===== src/rtl/rv32i_types.sv =====
// Shared types for the multiply/divide unit: operation encoding and controller states.
package rv32i_types;

  typedef enum logic [2:0] {
    MOP_MUL    = 3'd0,
    MOP_MULH   = 3'd1,
    MOP_MULHSU = 3'd2,
    MOP_MULHU  = 3'd3,
    MOP_DIV    = 3'd4,
    MOP_DIVU   = 3'd5,
    MOP_REM    = 3'd6,
    MOP_REMU   = 3'd7
  } mult_ops;

  typedef enum logic [1:0] {
    IDLE = 2'd0,
    MUL  = 2'd1,
    DIV  = 2'd2,
    DONE = 2'd3
  } mdu_state_t;

endpackage


===== src/rtl/radix2_divider.sv =====
// Unsigned radix-2 restoring divider; one quotient bit per cycle, first bit taken on the start edge.
module radix2_divider #(
  parameter int XLEN = 32
) (
  input  logic            clk,
  input  logic            rst_n,
  input  logic            start,
  input  logic [XLEN-1:0] dividend,
  input  logic [XLEN-1:0] divisor,
  output logic            busy,
  output logic            done,
  output logic [XLEN-1:0] quotient,
  output logic [XLEN-1:0] remainder
);

  localparam int CNT_W = $clog2(XLEN + 1);

  logic [XLEN-1:0]  rem_q, rem_d, quo_q, quo_d, dvs_q, dvs_d;
  logic [CNT_W-1:0] cnt_q, cnt_d;
  logic             busy_q, busy_d, done_q, done_d;

  logic [XLEN-1:0]  src_rem, src_quo, src_dvs, rem_step, quo_step;
  logic [XLEN:0]    shifted, diff;
  logic             take;

  // Start feeds the step logic directly so the load edge already resolves the top quotient bit.
  always_comb begin
    src_rem  = start ? '0 : rem_q;
    src_quo  = start ? dividend : quo_q;
    src_dvs  = start ? divisor : dvs_q;
    shifted  = {src_rem, src_quo[XLEN-1]};
    diff     = shifted - {1'b0, src_dvs};
    take     = ~diff[XLEN];
    rem_step = take ? diff[XLEN-1:0] : shifted[XLEN-1:0];
    quo_step = {src_quo[XLEN-2:0], take};
  end

  always_comb begin
    rem_d  = rem_q;
    quo_d  = quo_q;
    dvs_d  = dvs_q;
    cnt_d  = cnt_q;
    busy_d = busy_q;
    done_d = 1'b0;
    if (start) begin
      rem_d  = rem_step;
      quo_d  = quo_step;
      dvs_d  = divisor;
      cnt_d  = CNT_W'(XLEN - 1);
      busy_d = 1'b1;
    end else if (busy_q) begin
      rem_d = rem_step;
      quo_d = quo_step;
      cnt_d = cnt_q - CNT_W'(1);
      if (cnt_q == CNT_W'(1)) begin
        busy_d = 1'b0;
        done_d = 1'b1;
      end
    end
  end

  always_ff @(posedge clk or negedge rst_n) begin
    if (!rst_n) begin
      rem_q  <= '0;
      quo_q  <= '0;
      dvs_q  <= '0;
      cnt_q  <= '0;
      busy_q <= 1'b0;
      done_q <= 1'b0;
    end else begin
      rem_q  <= rem_d;
      quo_q  <= quo_d;
      dvs_q  <= dvs_d;
      cnt_q  <= cnt_d;
      busy_q <= busy_d;
      done_q <= done_d;
    end
  end

  assign busy      = busy_q;
  assign done      = done_q;
  assign quotient  = quo_q;
  assign remainder = rem_q;

endmodule


===== src/rtl/mult_div_unit.sv =====
// Single-issue M-extension unit: pipelined multiply, iterative divide, one-cycle CDB broadcast.
// state | meaning
// IDLE  | ready for an issue
// MUL   | product registered, waiting out the multiply latency
// DIV   | divider iterating on operand magnitudes
// DONE  | result broadcast on the mul lane for one cycle
module mult_div_unit
  import rv32i_types::*;
#(
  parameter int XLEN          = 32,
  parameter int ROB_IDX_WIDTH = 5,
  parameter int MUL_LAT       = 3
) (
  input  logic                     clk,
  input  logic                     rst,
  input  logic                     flush,
  input  logic                     issue_valid,
  input  mult_ops                  issue_multop,
  input  logic [XLEN-1:0]          issue_rs1_data,
  input  logic [XLEN-1:0]          issue_rs2_data,
  input  logic [4:0]               issue_rd_addr,
  input  logic [ROB_IDX_WIDTH-1:0] issue_rd_rob_idx,
  output logic                     issue_ready,
  output logic                     mul_valid,
  output logic [XLEN-1:0]          mul_data,
  output logic [4:0]               mul_rd_addr,
  output logic [ROB_IDX_WIDTH-1:0] mul_rob_idx
);

  localparam int CNT_W = $clog2(MUL_LAT + 1);
  localparam logic [CNT_W-1:0] MUL_CNT_INIT = CNT_W'(MUL_LAT - 2);

  mdu_state_t               state_q, state_d;
  mult_ops                  op_q, op_d;
  logic [4:0]               rd_q, rd_d;
  logic [ROB_IDX_WIDTH-1:0] rob_q, rob_d;
  logic [2*XLEN-1:0]        prod_q, prod_d;
  logic [CNT_W-1:0]         cnt_q, cnt_d;
  logic                     q_neg_q, q_neg_d, r_neg_q, r_neg_d;
  logic [XLEN-1:0]          result_q, result_d;

  logic              accept, issue_is_div, issue_is_rem, signed_div;
  logic              a_neg, b_neg, a_sx, b_sx, div_by_zero, div_ovf;
  logic [XLEN-1:0]   a_mag, b_mag, quo_fix, rem_fix;
  logic [2*XLEN-1:0] a_ext, b_ext, prod_full;
  logic              div_start, div_busy, div_done;
  logic [XLEN-1:0]   div_quotient, div_remainder;

  assign issue_ready = (state_q == IDLE);
  assign accept      = issue_valid && issue_ready && !flush;

  always_comb begin
    issue_is_div = issue_multop inside {MOP_DIV, MOP_DIVU, MOP_REM, MOP_REMU};
    issue_is_rem = issue_multop inside {MOP_REM, MOP_REMU};
    signed_div   = issue_multop inside {MOP_DIV, MOP_REM};
    a_neg        = signed_div && issue_rs1_data[XLEN-1];
    b_neg        = signed_div && issue_rs2_data[XLEN-1];
    a_mag        = a_neg ? -issue_rs1_data : issue_rs1_data;
    b_mag        = b_neg ? -issue_rs2_data : issue_rs2_data;
    div_by_zero  = (issue_rs2_data == '0);
    div_ovf      = signed_div && (issue_rs1_data == {1'b1, {(XLEN-1){1'b0}}})
                   && (issue_rs2_data == '1);
    // Sign-extending to the full product width makes one unsigned multiply cover all signedness mixes.
    a_sx         = (issue_multop == MOP_MULH || issue_multop == MOP_MULHSU) && issue_rs1_data[XLEN-1];
    b_sx         = (issue_multop == MOP_MULH) && issue_rs2_data[XLEN-1];
    a_ext        = {{XLEN{a_sx}}, issue_rs1_data};
    b_ext        = {{XLEN{b_sx}}, issue_rs2_data};
    prod_full    = a_ext * b_ext;
    quo_fix      = q_neg_q ? -div_quotient : div_quotient;
    rem_fix      = r_neg_q ? -div_remainder : div_remainder;
  end

  radix2_divider #(.XLEN(XLEN)) u_divider (
    .clk       (clk),
    .rst_n     (rst),
    .start     (div_start),
    .dividend  (a_mag),
    .divisor   (b_mag),
    .busy      (div_busy),
    .done      (div_done),
    .quotient  (div_quotient),
    .remainder (div_remainder)
  );

  always_comb begin
    state_d   = state_q;
    op_d      = op_q;
    rd_d      = rd_q;
    rob_d     = rob_q;
    prod_d    = prod_q;
    cnt_d     = cnt_q;
    q_neg_d   = q_neg_q;
    r_neg_d   = r_neg_q;
    result_d  = result_q;
    div_start = 1'b0;
    unique case (state_q)
      IDLE: begin
        if (accept) begin
          op_d  = issue_multop;
          rd_d  = issue_rd_addr;
          rob_d = issue_rd_rob_idx;
          if (!issue_is_div) begin
            prod_d  = prod_full;
            cnt_d   = MUL_CNT_INIT;
            state_d = MUL;
          end else if (div_by_zero) begin
            result_d = issue_is_rem ? issue_rs1_data : '1;
            state_d  = DONE;
          end else if (div_ovf) begin
            result_d = issue_is_rem ? '0 : issue_rs1_data;
            state_d  = DONE;
          end else begin
            div_start = 1'b1;
            q_neg_d   = a_neg ^ b_neg;
            r_neg_d   = a_neg;
            state_d   = DIV;
          end
        end
      end
      MUL: begin
        if (cnt_q == '0) begin
          result_d = (op_q == MOP_MUL) ? prod_q[XLEN-1:0] : prod_q[2*XLEN-1:XLEN];
          state_d  = DONE;
        end else begin
          cnt_d = cnt_q - CNT_W'(1);
        end
      end
      DIV: begin
        if (div_done) begin
          result_d = (op_q inside {MOP_REM, MOP_REMU}) ? rem_fix : quo_fix;
          state_d  = DONE;
        end else if (!div_busy) begin
          // Divider lost its operation (never expected); drop back rather than hang.
          state_d = IDLE;
        end
      end
      DONE:    state_d = IDLE;
      default: state_d = IDLE;
    endcase
    if (flush) state_d = IDLE;
  end

  always_ff @(posedge clk or negedge rst) begin
    if (!rst) begin
      state_q  <= IDLE;
      op_q     <= MOP_MUL;
      rd_q     <= '0;
      rob_q    <= '0;
      prod_q   <= '0;
      cnt_q    <= '0;
      q_neg_q  <= 1'b0;
      r_neg_q  <= 1'b0;
      result_q <= '0;
    end else begin
      state_q  <= state_d;
      op_q     <= op_d;
      rd_q     <= rd_d;
      rob_q    <= rob_d;
      prod_q   <= prod_d;
      cnt_q    <= cnt_d;
      q_neg_q  <= q_neg_d;
      r_neg_q  <= r_neg_d;
      result_q <= result_d;
    end
  end

  assign mul_valid   = (state_q == DONE) && !flush;
  assign mul_data    = mul_valid ? result_q : '0;
  assign mul_rd_addr = mul_valid ? rd_q : '0;
  assign mul_rob_idx = mul_valid ? rob_q : '0;

endmodule


===== config.mk =====
export PLATFORM = sky130hd
export DESIGN_NAME = mult_div_unit
export DESIGN_NICKNAME = d
export VERILOG_FILES = /design/src/rtl/rv32i_types.sv /design/src/rtl/radix2_divider.sv /design/src/rtl/mult_div_unit.sv
export SDC_FILE = /design/constraint.sdc
export NUM_CORES = 2
export LEC_CHECK = 0
export ABC_AREA = 1
export CAP_MARGIN = 20
export CORE_ASPECT_RATIO = 1.75
export CORE_MARGIN = 5
export CORE_UTILIZATION = 40
export DETAILED_ROUTE_END_ITERATION = 8
export GPL_TIMING_DRIVEN = 0
export PLACE_DENSITY = 0.6
export SETUP_SLACK_MARGIN = 0.2
export SLEW_MARGIN = 20
export SYNTH_ARGS = -nofsm -noshare
export SYNTH_HDL_FRONTEND = slang
export SYNTH_SLANG_ARGS = --single-unit

===== constraint.sdc =====
create_clock -name clk -period 8.5 [get_ports clk]
set_clock_uncertainty 0.15 [all_clocks]
set_input_delay 0.85 -clock clk [delete_from_list [all_inputs] [get_ports clk]]
set_output_delay 0.85 -clock clk [all_outputs]
set_load 0.02 [all_outputs]

==> results.rst <==
.. list-table::
   :header-rows: 1

   * - Metric
     - Value
   * - Most common cell after layout, fill and taps aside
     - nand2_1
   * - Share of the clock period used by the worst path
     - 0.976
   * - Unrepaired setup endpoints after global routing
     - yes
   * - Clock slew seen by the registers of the worst setup and hold paths
     - 0.07 ns
   * - Placer's final routability congestion estimate
     - 1.07
   * - Effective utilization at floorplan
     - 0.401
   * - Stage delay of the slowest cell on the critical path
     - around 0.83 ns
   * - Part of the Yosys area used for sequential elements
     - 0.0964
   * - Total nets after synthesis
     - a little over 9000
   * - Number of nets with antenna violations after detailed routing
     - 0
   * - Post-synthesis cell type count
     - 55
   * - Antenna violations before repair
     - 20
   * - Final cell count without fillers
     - 9792
   * - Max clock buf depth
     - 3
   * - Global route overflow
     - 0
   * - Layout cells sized above 1
     - 0.0829
   * - Max-Slew Margin vs Limit
     - 0.0978
   * - TritonCTS Buffers
     - 21
   * - Crit path max fanout
     - 10
   * - Most Frequent Cell on Critical Path
     - fa_1
   * - Seq cells post-synth
     - 219
   * - Outcome
     - finished clean
   * - Average routed wire per standard cell
     - 29.3 um
   * - Fmax
     - about 120 MHz
   * - Worst Setup Slack, final
     - 0.206 ns
   * - Crit end category
     - flip-flop
   * - CTS tree
     - built
   * - Drt first pass iters
     - 7
   * - CP startpoint
     - issue_rs1_data[4]
   * - Drt via density
     - 5.38
   * - Classification of the worst-slack hold path
     - input pin to async pin
   * - Routed WL
     - around 290000 um
   * - Worst setup timing slack at the placement stage
     - -3.13 ns
   * - Clk Latency, worst-skew pair
     - 0.59 ns
   * - Total global-route track usage
     - 0.380
   * - Clock Tree Root
     - clkbuf_16
   * - Average cell area after synthesis
     - between 7 and 8 sq um
   * - Cell family with most CP delay
     - adder cells
   * - Number of global-route vias before repair
     - 56700
   * - Placement row count
     - 183
   * - FFs w/ async S/R, synth
     - 1.00
   * - Period minus WS final
     - roughly 8.3 ns
   * - Critical path required time
     - 8.87 ns
   * - Starting DRC count in detailed routing
     - 3713
   * - Remaining DRCs
     - 0
   * - Most frequent cells in the layout
     - 2054 x nand2_1, 1884 x inv_1, 1097 x fa_1
   * - Maximum number of pins on one net before global-route repair
     - 91
   * - Number of buffer cells added on primary ports
     - 86
   * - WS Path Type
     - input pin to flip-flop
   * - Post-synthesis cell count
     - between 7000 and 8000
   * - Transition time at the pin with the least slew margin
     - 1.34 ns
   * - Crit path arrival time
     - 8.66 ns
   * - Max Transition Viols Final
     - 0
   * - Worst reg2reg startpoint
     - state_q[0]
   * - Combined area of all synthesized cells
     - 56900 sq um
   * - Area of the core region
     - between 100000 and 150000 sq um
   * - Total via count after detailed routing
     - 52700
   * - # nets final
     - 9377
   * - Multi-input gate area
     - 43900 sq um
   * - Worst path slowest cell
     - clkbuf_1
   * - Count of flip-flops with a built-in enable after synthesis
     - 0
   * - Wire length of the first global-routing pass
     - around 400000 um
   * - Die outline area
     - 150000 sq um
   * - Die outline height
     - 509 um
   * - WP buf/inv
     - 7
   * - Cell count after placement
     - around 9700
   * - Chip width
     - a little under 300 um
   * - Signed area change from the synthesized netlist to the final layout
     - 12.1%
   * - H-tree level count
     - 1
   * - Worst hold slack
     - around 0.022 ns
   * - Sinks on Clock Net
     - 219
   * - Yosys Warn Count
     - 0
   * - Count of endpoints failing setup in the final report
     - 0
   * - Hold violation total from the final report
     - 0
   * - Ports placed on the boundary
     - 125
   * - Element type at the critical path start
     - input pin
   * - FF/Latch Area
     - 5480 sq um
   * - Final HPWL DP
     - 244000 um
   * - Most frequently used flop master after synthesis
     - dfrtp_1
   * - Filler cell count in the final layout
     - 14800
   * - Max-Cap Viols
     - 0
## sequential cells by signal, summed over array words and instances, names as in the netlist, 3 cells and up
register	count
u_divider.cnt_q	6
result_q	32
u_divider.dvs_q	32
u_divider.quotient	32
rd_q	5
op_q	3
prod_q	64
rob_q	5
u_divider.remainder	32
## per-layer routing
layer	global-route usage	vias up	wire, um
li1	-	23000	-
met1	0.365	26300	88600
met4	0.393	4	41000
met3	0.0568	1104	16100
met2	0.665	2362	141000
met5	0	-	14
## area by class of cell
class / count / share of cell area
multi-input cells: 5214 / 0.688
inverters: 1930 / 0.114
flip-flops and latches: 219 / 0.0860
plain buffers: 371 / 0.0392
well taps: 1850 / 0.0363
repair buffers: 156 / 0.0240
clock buffers: 23 / 0.00852
clock inverters: 15 / 0.00287
diodes: 14 / 0.000550
## cells by family (layout without fill, tap and decap cells)
group | count (synthesis) | count (layout) | share of synthesized area
fa+ha+maj | 1389 | 1389 | 0.454
buf+inv | 2301 | 2495 | 0.155
compound gates | 640 | 640 | 0.0593
xor+xnor | 98 | 98 | 0.0151
other cells | 0 | 14 | 0
flops | 219 | 219 | 0.0964
simple gates | 3087 | 3087 | 0.220
## cells in the mapped netlist, drive strengths merged, types with 3 or more instances
cell | n | area (sq um)
nand2 | 2078 | 7820
inv | 1923 | 7220
fa | 1126 | 22500
nor2 | 503 | 1940
o21ai | 386 | 1940
nand3 | 343 | 1750
ha | 257 | 3220
dfrtp | 219 | 5480
buf | 214 | 1000
a21oi | 178 | 891
clkbuf | 157 | 589
nand4 | 62 | 403
xor2 | 55 | 482
nor3 | 45 | 230
xnor2 | 43 | 377
or2 | 26 | 163
o211ai | 21 | 158
a31oi | 20 | 125
nand3b | 14 | 105
nor4 | 9 | 56.3
a21o | 7 | 52.6
clkinv | 7 | 26.3
o21bai | 7 | 52.6
o22ai | 7 | 43.8
maj3 | 6 | 60.1
o31ai | 4 | 30.0
and3 | 3 | 18.8
## repair_timing
action                     in CTS  in global routing
setup buffers                  37                 29
hold buffers                    0                  0
pin swaps                      21                 62
setup endpoints to repair      49                 38
gates resized for setup       576                281
## worst paths after layout
path                                                 to  slack, ns  cells after the start
worst max-delay path                         prod_q[51]       0.21                     26
worst min-delay path                            rd_q[2]       0.02                      1
worst max register to register  u_divider.remainder[19]       2.55                     23
worst min register to register             result_q[12]       0.33                      2
max in group asynchronous       u_divider.remainder[17]       7.32                      2
min in group clk                           result_q[12]       0.33                      2
## worst reg2reg max path, cell delays in order, from the launching register on
cell and delay [ns]:
dfrtp_1 0.42, inv_1 0.12, ha_1 0.30, nand3_1 0.35
inv_1 0.48, nand4_4 0.38, inv_2 0.30, clkbuf_1 0.61
nand3_1 0.21, nand2_1 0.14, inv_1 0.09, ha_1 0.36
nand2_1 0.12, nor2_1 0.26, nor3b_1 0.62, nand2_1 0.11
nand2_1 0.23, nand2_1 0.11, nand2_1 0.07, nand2_1 0.05
nand2_1 0.11, nand3_1 0.10, nand3_1 0.10, nand2_1 0.05
## stage by stage
stage               cell area (sq um)   util  TNS [ns]
finish                          63700  0.450         0
detailed placement              60200  0.425   -104.19
floorplan                       56900      -         0
global route                    63700  0.450         0
CTS                             62700  0.443         0
global placement                60100  0.424   -849.38
Power is not shown: default switching activity piles up to over one toggle a cycle in this logic, so the estimate is an artifact.
